## src/rtl/noc_packet_fifo.sv

```systemverilog
// Circular-buffer FIFO of NoC packets, first-word-fall-through.
// Optional same-cycle empty bypass when PACKET_FIFO_BYPASS_EN is defined.
package noc_pkg;
  typedef struct packed {
    logic [3:0]  x_dest;
    logic [3:0]  y_dest;
    logic [3:0]  x_src;
    logic [3:0]  y_src;
    logic        ant;
    logic        backward;
    logic [1:0]  memory;
    logic [31:0] data;
  } packet_t;
endpackage

module noc_packet_fifo
  import noc_pkg::*;
#(
  parameter int DEPTH = 8,
  localparam int CNT_W = $clog2(DEPTH + 1)
) (
  input  logic    clk,
  input  logic    reset_n,
  input  logic    ce,
  input  packet_t i_data,
  input  logic    i_data_val,
  input  logic    i_en,
  output packet_t o_data,
  output logic    o_data_val,
  output logic    o_en
);

  localparam int PTR_W = (DEPTH > 1) ? $clog2(DEPTH) : 1;
  localparam logic [PTR_W-1:0] LAST = PTR_W'(DEPTH - 1);
  localparam logic [CNT_W-1:0] FULL = CNT_W'(DEPTH);

  packet_t          storage [DEPTH];
  logic [PTR_W-1:0] rd_ptr;
  logic [PTR_W-1:0] wr_ptr;
  logic [CNT_W-1:0] count;

  logic has_data;
  logic bypass;
  logic wr;
  logic rd;

  assign has_data = reset_n & (count != '0);
  assign o_en     = reset_n & (count != FULL);

`ifdef PACKET_FIFO_BYPASS_EN
  // Empty FIFO hands the offered packet straight through when taken now.
  assign bypass = ce & reset_n & ~has_data & i_data_val & i_en;
`else
  assign bypass = 1'b0;
`endif

  assign wr = ce & reset_n & i_data_val & o_en & ~bypass;
  assign rd = ce & reset_n & i_en & has_data;

  always_comb begin
    o_data     = '0;
    o_data_val = 1'b0;
    unique case (1'b1)
      bypass: begin
        o_data     = i_data;
        o_data_val = 1'b1;
      end
      has_data: begin
        o_data     = storage[rd_ptr];
        o_data_val = 1'b1;
      end
      default: ;
    endcase
  end

  always_ff @(posedge clk) begin
    if (wr) storage[wr_ptr] <= i_data;
  end

  always_ff @(posedge clk) begin
    if (!reset_n) begin
      rd_ptr <= '0;
      wr_ptr <= '0;
      count  <= '0;
    end else if (ce) begin
      if (wr) wr_ptr <= (wr_ptr == LAST) ? '0 : wr_ptr + PTR_W'(1);
      if (rd) rd_ptr <= (rd_ptr == LAST) ? '0 : rd_ptr + PTR_W'(1);
      unique case ({wr, rd})
        2'b10:   count <= count + CNT_W'(1);
        2'b01:   count <= count - CNT_W'(1);
        default: count <= count;
      endcase
    end
  end

endmodule

```

## config.mk

```make
export PLATFORM = sky130hd
export DESIGN_NAME = noc_packet_fifo
export DESIGN_NICKNAME = d
export VERILOG_FILES = /design/src/rtl/noc_packet_fifo.sv
export SDC_FILE = /design/constraint.sdc
export NUM_CORES = 1
export LEC_CHECK = 0
export CORE_ASPECT_RATIO = 0.5
export CORE_MARGIN = 1.5
export CORE_UTILIZATION = 36
export DETAILED_ROUTE_END_ITERATION = 8
export GPL_ROUTABILITY_DRIVEN = 0
export PLACE_DENSITY = 0.51
export SLEW_MARGIN = 20
export SYNTH_ARGS = -nofsm -noshare
export SYNTH_HDL_FRONTEND = slang
export SYNTH_SLANG_ARGS = --single-unit
export TNS_END_PERCENT = 1
```

## constraint.sdc

```tcl
create_clock -name clk -period 8.4 [get_ports clk]
set_input_delay 1.68 -clock clk [delete_from_list [all_inputs] [get_ports clk]]
set_output_delay 1.68 -clock clk [all_outputs]
set_load 0.02 [all_outputs]
```

==> results of run 1 <==
## cells in the mapped netlist (5+ instances only)
cell type | number | share of area (%)
buf_2 | 18 | 0.54
edfxtp_1 | 416 | 75
inv_1 | 5 | 0.11
clkbuf_1 | 7 | 0.16
nor2_1 | 65 | 1.5
ha_1 | 7 | 0.53
buf_12 | 7 | 0.85
nand2_1 | 8 | 0.18
mux4_2 | 100 | 14
mux2i_1 | 58 | 3.5
dfxtp_1 | 13 | 1.6
## kinds of logic (layout without fill, tap and decap cells)
kind of cell	after synthesis	count (layout)	synth area share (%)
adder cells (fa/ha/maj)	7	7	0.529
multiplexers	162	162	17.8
flip-flops	429	429	77.0
other	0	1	0
buffers and inverters	42	195	1.85
AND/OR/NAND/NOR	90	90	2.25
AO/OA/AOI/OAI	10	10	0.408
XOR/XNOR	3	3	0.159
## cell type report
type                       count  area, sq um
inverter                       5         18.8
sequential                   429        12800
clock inverter                20          169
tap                          598          748
clock buffer                  48         1090
fill                        3872        25700
timing repair buffer         122         1200
multi-input combinational    272         3550
antenna                        1         2.50
## layout by cell type (no fill, tap or decap), types with 2 or more instances in the layout
cell,n
edfxtp_1,416
clkdlybuf4s50_1,110
mux4_2,100
nor2_1,61
mux2i_1,58
clkbuf_16,43
buf_4,11
clkinv_1,10
dfxtp_1,10
nand2_1,8
ha_1,7
inv_1,5
clkbuf_1,5
clkinv_2,5
mux4_1,4
nor2_4,4
nand3_1,4
a21oi_1,3
nand2b_1,3
dfxtp_4,3
bufinv_16,3
nor3_1,2
nor3_2,2
nor4_2,2
xnor2_1,2
o31ai_1,2
## flip-flops by register name, summed over array words and instances, names as in the netlist, named ones only
name and count:
storage 416, count 4, rd_ptr 3, wr_ptr 3
## worst max-delay path by stage
stage	from	endpoint	slack [ps]
2_1_floorplan	reset_n	storage[1][0]	220
3_3_place_gp	reset_n	o_data[32]	2560
3_5_place_dp	reset_n	o_data[36]	2470
4_1_cts	reset_n	o_data[36]	2480
5_1_grt	reset_n	o_data[38]	2280
6_report	reset_n	o_data[36]	2510
## routing by layer
layer / wire [um] / vias to the layer above
met1: 14800 / 4021
met4: 525 / 0
met3: 871 / 38
li1: - / 3321
met5: 0 / -
met2: 17300 / 86
## tightest hold or removal path: stages (launching register included)
cell	delay, ps
dfxtp_1	340
nand2_1	70
mux2i_1	60
## report_power, final
part | total, mW | switching, mW | internal, mW | leakage (nW)
Clock | 1.76 | 0.745 | 1.02 | 0.618
Sequential | 2.36 | 0.00454 | 2.36 | 3.86
Combinational | 0.119 | 0.0645 | 0.0540 | 1.37
Total | 4.25 | 0.814 | 3.43 | 5.84
==> flow_summary.yaml, run 1 <==
floorplanning:
  coreArea_sq_um: 45300
  die_h_um: 155
  fp.dieW_um: 306
  io_pins: 111
  num_rows: 55
  start_util_pct: 36.6
  die_area_sq_um: 47300
synth:
  synth_nets: 807
  yosysWarnings: 0
  syn_inst: 743
  syn_area_sq_um: 16600
  async_reset_ff_share_pct: 0
  synth-edff-count: 416
  synth-main-ff-cell: "edfxtp_1"
  synth_area_per_cell_sq_um: 22.3
  synth_cell_types: 33
  seq_area_frac_synth_pct: 77.0
  synth-seq-cells: 429
finish:
  final_area_sq_um: 19500
  final_layout_size_suffix_gt1_share_pct: 19.9
  finalNonFillerCells: 1495
  nets: 935
  final_util_pct: 43.2
  area_delta_synth_final_pct: 18.1
critical_path:
  path_buf_inv: 4
  crit_top_cell: "clkdlybuf4s50_1"
  required_ps: 6720
  endpoint_kind: "output port"
  rrSetupSlack_ps: 5190
  cp_max_fo: 29
  rr_startpoint: "count[1]"
  cp_cell_sequence: "clkdlybuf4s50_1 > inv_1 > a21o_2 > buf_4 > nor2_1 > clkdlybuf4s50_1"
  worstRegToRegCells: 11
  cpMaxStageDelayCell: "clkdlybuf4s50_1"
  slowest_delay_ps: 560
  cp.depth: 6
  cp-start-kind: "primary input"
  critPathKind: "in2out"
  arrival_ps: 4210
  r2r_end: "count[2]"
  path_delay_family: "buffers and inverters"
placement:
  detailed_place_hpwl_um: 16100
  place_area_sq_um: 18300
  place_ws_ps: 2470
  io_buffer_count: 110
  dp.cells: 1426
clock_network:
  h-tree-depth: 2
  cts-buffers-inserted: 41
  clk_latency_ps: 540
  cts_hold_buf: 0
  clk_pin_slew_ps: 60
  cts.sinks: 429
  cts_setup_buffers: 0
  cts_buffer_depth: 3
  root_buffer: "clkbuf_16"
  cts_tree: "yes"
  post_cts_resized: 0
global_route:
  grt-busiest-layer: "met2"
  grt_pass1_vias: 8064
  grt_max_degree: 97
  grt_overflow: 0
  grt_util_met2_pct: 25.4
  antenna_found_initial: 1
  grt_pass1_wl_um: 50600
  grt_util_met3_pct: 2.43
  grtUsageMet1_pct: 18.6
  track_usage_pct: 14.4
timing:
  timing.final.crit_period_ps: 5890
  tns_ps: 0
  fmax_mhz: 170
  tightest_slew_ps: 1040
  slew_headroom_pct: 30.6
  rsz0062_at_grt: "no"
  hold_viol: 0
  slew_viol_final: 0
  finalHoldWorstSlack_ps: 515
  finalSetupViolations: 0
  finClkSkew_ps: 21.2
  fin_ws_ps: 2510
  post-route-period-util_pct: 70.1
drt:
  final_antenna_net_count: 0
  drt_iter0_drc: 437
  dr.pass1.iters: 4
  wl_um: 33600
  wl_per_cell_um: 22.4
  vias_per_cell: 4.99
  vias: 7466
  drc: 0
power_and_ir_drop:
  peakVddDrop_mv: 0.131
  p_per_area_nw_per_um2: 217
  power.leakage_nw: 5.84
  finalPower_mw: 4.25
min_path:
  hold_path.class: "reg2reg"
  hold_start: "count[3]"
  whs_endpoint: "count[3]"
  holdPathStages: 2
status:
  status: "finished, final reports clean"
flow_run:
  maxCapViolCount: 0
(Power assumes the default switching activity.)
==> run 2: changes to the inputs <==
- PLACE_DENSITY: 0.51 -> 0.53
- clock period: 8.4 -> 5.4 ns (I/O delays scaled with it)
==> run 2 against run 1 <==
Net effect: routed wire length down 2.8%; cell area up 0.52%; die area unchanged; critical path type unchanged; largest cell class unchanged; largest power group unchanged.
==> flow_summary.yaml, run 2 (synthesized netlist as in run 1, its figures left out) <==
floorplanning:
  coreArea_sq_um: 45300
  die_h_um: 155
  io_pins: 111
  die_area_sq_um: 47300
  fp.dieW_um: 306
  start_util_pct: 36.6
  num_rows: 55
global_route:
  grt_pass1_wl_um: 49300
  grt_util_met3_pct: 2.62
  grt_overflow: 0
  track_usage_pct: 14.0
  grt_pass1_vias: 8036
  grt_util_met2_pct: 25.7
  antenna_found_initial: 0
  grt-busiest-layer: "met2"
  grt_max_degree: 53
  grtUsageMet1_pct: 17.3
finish:
  diodes: 0
  final_common_cell: "edfxtp_1"
  reg_top3: "storage (416), count (4)"
  top_register: "storage"
  final_layout_size_suffix_gt1_share_pct: 20.2
  nets: 940
  final_area_sq_um: 19600
  area_delta_synth_final_pct: 18.7
  final_util_pct: 43.4
  largest_reg_flops: 416
  layout_common_cells: "edfxtp_1, clkdlybuf4s50_1, mux4_2, nor2_1, mux2i_1"
timing:
  hold_viol: 0
  slew_headroom_pct: 36.3
  post-route-period-util_pct: 85.2
  tightest_slew_ps: 956
  finalSetupViolations: 0
  finClkSkew_ps: 17.2
  fmax_mhz: 217
  rsz0062_at_grt: "no"
  tns_ps: 0
  timing.final.crit_period_ps: 4600
  slew_viol_final: 0
clock_network:
  clk_latency_ps: 540
  h-tree-depth: 2
  cts.sinks: 429
  cts_hold_buf: 0
  cts_tree: "yes"
  root_buffer: "clkbuf_16"
  cts-buffers-inserted: 41
  cts_buffer_depth: 3
  post_cts_resized: 0
  clk_pin_slew_ps: 60
  cts_setup_buffers: 0
drt:
  drc: 0
  wl_um: 32600
  vias: 7457
  dr.pass1.iters: 4
  wl_per_cell_um: 21.7
  drt_iter0_drc: 524
  final_antenna_net_count: 0
  vias_per_cell: 4.96
min_path:
  hold_path.class: "reg2reg"
  holdPathStages: 2
  hold_start: "count[3]"
power_and_ir_drop:
  switchingPower_mw: 1.26
  power_switching_share_pct: 19.3
  peakVddDrop_mv: 0.187
  pwr-share-seq_pct: 56.5
  p_int_mw: 5.26
  power.leakage_nw: 5.88
  p_per_area_nw_per_um2: 332
  power_frac_comb_pct: 2.8
  clkPwrFrac_pct: 40.7
flow_run:
  maxCapViolCount: 0
placement:
  detailed_place_hpwl_um: 16600
  place_area_sq_um: 18400
  io_buffer_count: 110
critical_path:
  rr_startpoint: "count[1]"
  cp_max_fo: 29
  required_ps: 4320
  endpoint_kind: "output port"
  cp-start-kind: "primary input"
  critPathKind: "in2out"
  worstRegToRegCells: 10
  crit_start: "reset_n"
  arrival_ps: 3520
status:
  status: "finished, final reports clean"
[run 2: cell count changes in the layout (fill, tap and decap cells not counted), sizes merged]
cell / before / now
buf: 12 / 17
clkinvlp: 1 / 0
diode: 1 / 0
bufinv: 3 / 1
clkbuf: 48 / 54
[run 2: power by group through the flow]
stage / sequential [mW] / combinational, mW / clock, mW
after floorplan: 3.75 / 0.0793 / 0
after global placement: 3.75 / 0.182 / 0
after detailed placement: 3.75 / 0.188 / 0
after CTS: 3.68 / 0.189 / 2.73
after global routing: 3.68 / 0.201 / 2.86
final: 3.68 / 0.184 / 2.65
[run 2: area by class of cell]
| class | count | area (sq um) |
|---|---|---|
| Fill cell | 3851 | 25600 |
| Inverter | 5 | 18.8 |
| Timing Repair Buffer | 127 | 1340 |
| Tap cell | 598 | 748 |
| Clock inverter | 17 | 105 |
| Sequential cell | 429 | 12800 |
| Clock buffer | 54 | 1120 |
| Multi-Input combinational cell | 272 | 3550 |
[run 2: layer usage]
metal | vias up | wire, um
met1 | 3992 | 13900
met2 | 87 | 17300
met3 | 37 | 991
met5 | - | 0
li1 | 3341 | -
met4 | 0 | 413
[run 2: final timing paths]
kind         slack (ps)         end
min reg2reg         510    count[3]
max                 800  o_data[18]
min                 510    count[3]
max reg2reg        2590    count[2]
[run 2: stage by stage]
stage	total power, mW	hold WS, ps	worst slack [ps]	std cells
after CTS	6.60	511	724	1502
after global routing	6.74	551	549	1502
after detailed placement	3.94	494	724	1431
after floorplan	3.83	474	-2120	743
final	6.52	505	798	1502
after global placement	3.93	496	802	1431
[run 2: critical path, cell delays in order]
cell and delay (ps):
clkdlybuf4s50_1 530, inv_1 250, a21o_2 520, buf_4 450, nor2_1 100, clkdlybuf4s50_1 560
==> run 3: changes to the inputs <==
- PLACE_DENSITY: 0.53 -> 0.51
- clock period: 5.4 -> 5.8 ns (I/O delays scaled with it)
==> run 3 against run 2 <==
Net effect: die area unchanged; final cell count fell by 0.13%; critical path depth unchanged; sequential share of layout area increased by 0.29 points; via count is 0.42% lower; global-route usage rose by 0.36 points; power decreased by 6.9%; critical path type unchanged; register-to-register slack better by 450 ps; count of clock-buffer cells in the layout shrank 8; hold slack gained 18 ps.
==> flow_summary.yaml, run 3 (synthesized netlist as in run 1, its figures left out) <==
placement:
  io_buffer_count: 110
  dp.cells: 1429
  place_area_sq_um: 18300
  detailed_place_hpwl_um: 16600
timing:
  post-route-period-util_pct: 81.8
  finalSetupViolations: 0
  rsz0062_at_grt: "no"
  tightest_slew_ps: 1020
  finClkSkew_ps: 14.6
  hold_viol: 0
  fmax_mhz: 211
  slew_viol_final: 0
  timing.final.crit_period_ps: 4750
  slew_headroom_pct: 31.7
floorplanning:
  fp.dieW_um: 306
  start_util_pct: 36.6
  coreArea_sq_um: 45300
  die_area_sq_um: 47300
  num_rows: 55
  io_pins: 111
  die_h_um: 155
finish:
  largest_reg_flops: 416
  layout_common_cells: "edfxtp_1, clkdlybuf4s50_1, mux4_2, nor2_1, mux2i_1"
  nets: 938
  reg_top3: "storage (416), count (4)"
  top_register: "storage"
  area_delta_synth_final_pct: 18.2
  diodes: 0
  final_layout_size_suffix_gt1_share_pct: 20.0
  final_area_sq_um: 19600
  final_common_cell: "edfxtp_1"
  finalNonFillerCells: 1500
  final_util_pct: 43.2
critical_path:
  crit_top_cell: "clkdlybuf4s50_1"
  cp_cell_sequence: "clkdlybuf4s50_1 > inv_1 > a21o_2 > buf_4 > nor2_1 > clkdlybuf4s50_1"
  required_ps: 4640
  critPathKind: "in2out"
  cpMaxStageDelayCell: "clkdlybuf4s50_1"
  cp_max_fo: 29
  arrival_ps: 3590
  slowest_delay_ps: 560
  endpoint_kind: "output port"
  cp-start-kind: "primary input"
clock_network:
  cts-buffers-inserted: 41
  clk_latency_ps: 530
  cts_setup_buffers: 0
  h-tree-depth: 2
  cts_buffer_depth: 3
  cts.sinks: 429
  cts_tree: "yes"
  root_buffer: "clkbuf_16"
  clk_pin_slew_ps: 60
  cts_hold_buf: 0
  post_cts_resized: 0
global_route:
  antenna_found_initial: 0
  track_usage_pct: 14.4
  grt_max_degree: 105
  grt_pass1_vias: 8019
  grt_pass1_wl_um: 50300
  grt_overflow: 0
power_and_ir_drop:
  p_int_mw: 4.87
  clkPwrFrac_pct: 40.7
  pwr-share-seq_pct: 56.4
  power.leakage_nw: 5.84
  power_frac_comb_pct: 2.9
  switchingPower_mw: 1.19
  p_per_area_nw_per_um2: 310
  peakVddDrop_mv: 0.199
  power_switching_share_pct: 19.6
drt:
  wl_um: 33300
  final_antenna_net_count: 0
  dr.pass1.iters: 4
  vias_per_cell: 4.95
  vias: 7426
  wl_per_cell_um: 22.2
  drc: 0
  drt_iter0_drc: 451
status:
  status: "finished, final reports clean"
min_path:
  hold_path.class: "reg2reg"
flow_run:
  maxCapViolCount: 0
## run 3: changes by cell type in the layout (fill, tap and decap cells not counted), moves of 2 or more
cell	delta
buf_12	-5
clkinvlp_4	+2
clkinv_2	-2
buf_4	+3
clkbuf_16	-2
clkbuf_1	-6
clkinv_1	+7
## run 3: cell type report
| class | instances | area [sq um] |
|---|---|---|
| clock buffers | 46 | 1040 |
| clock inverters | 25 | 166 |
| fillers | 3897 | 25700 |
| inverters | 5 | 18.8 |
| multi-input cells | 272 | 3550 |
| flip-flops and latches | 429 | 12800 |
| well taps | 598 | 748 |
| repair buffers | 125 | 1260 |
## run 3: per-layer routing
layer | global-route usage [%] | wire length [um] | up-vias
li1 | - | - | 3339
met1 | 18.2 | 14500 | 3938
met2 | 25.8 | 17200 | 104
met4 | 3.35 | 579 | 0
met3 | 2.55 | 1070 | 45
met5 | 0 | 0 | -
## run 3: worst max-delay path, delay by kind of cell
family / cells / cell delay [ps]
and+or+nand+nor: 1 / 100
AOI/OAI and AO/OA: 1 / 500
buffers and inverters: 4 / 1800
## run 3: power by group through the flow
stage | Clock [mW] | Combinational (mW) | Sequential, mW
2_1_floorplan | 0 | 0.0738 | 3.49
3_3_place_gp | 0 | 0.172 | 3.49
3_5_place_dp | 0 | 0.178 | 3.49
4_1_cts | 2.54 | 0.178 | 3.42
5_1_grt | 2.64 | 0.190 | 3.42
6_report | 2.47 | 0.173 | 3.42
## run 3: per-stage QoR
stage	power [mW]	setup WS [ps]	hold WS, ps	setup TNS (ps)
CTS	6.14	988	521	0
global route	6.25	837	560	0
detailed placement	3.67	993	506	0
floorplan	3.57	-1800	474	-133720
global placement	3.66	1060	502	0
finish	6.06	1050	523	0
## run 3: worst paths after layout
kind | cells after the start | slack (ps) | to | startpoint
setup reg to reg | 10 | 3040 | count[2] | count[1]
setup / recovery | 6 | 1050 | o_data[32] | reset_n
hold / removal | 2 | 520 | count[3] | count[3]
hold reg to reg | 2 | 520 | count[3] | count[3]
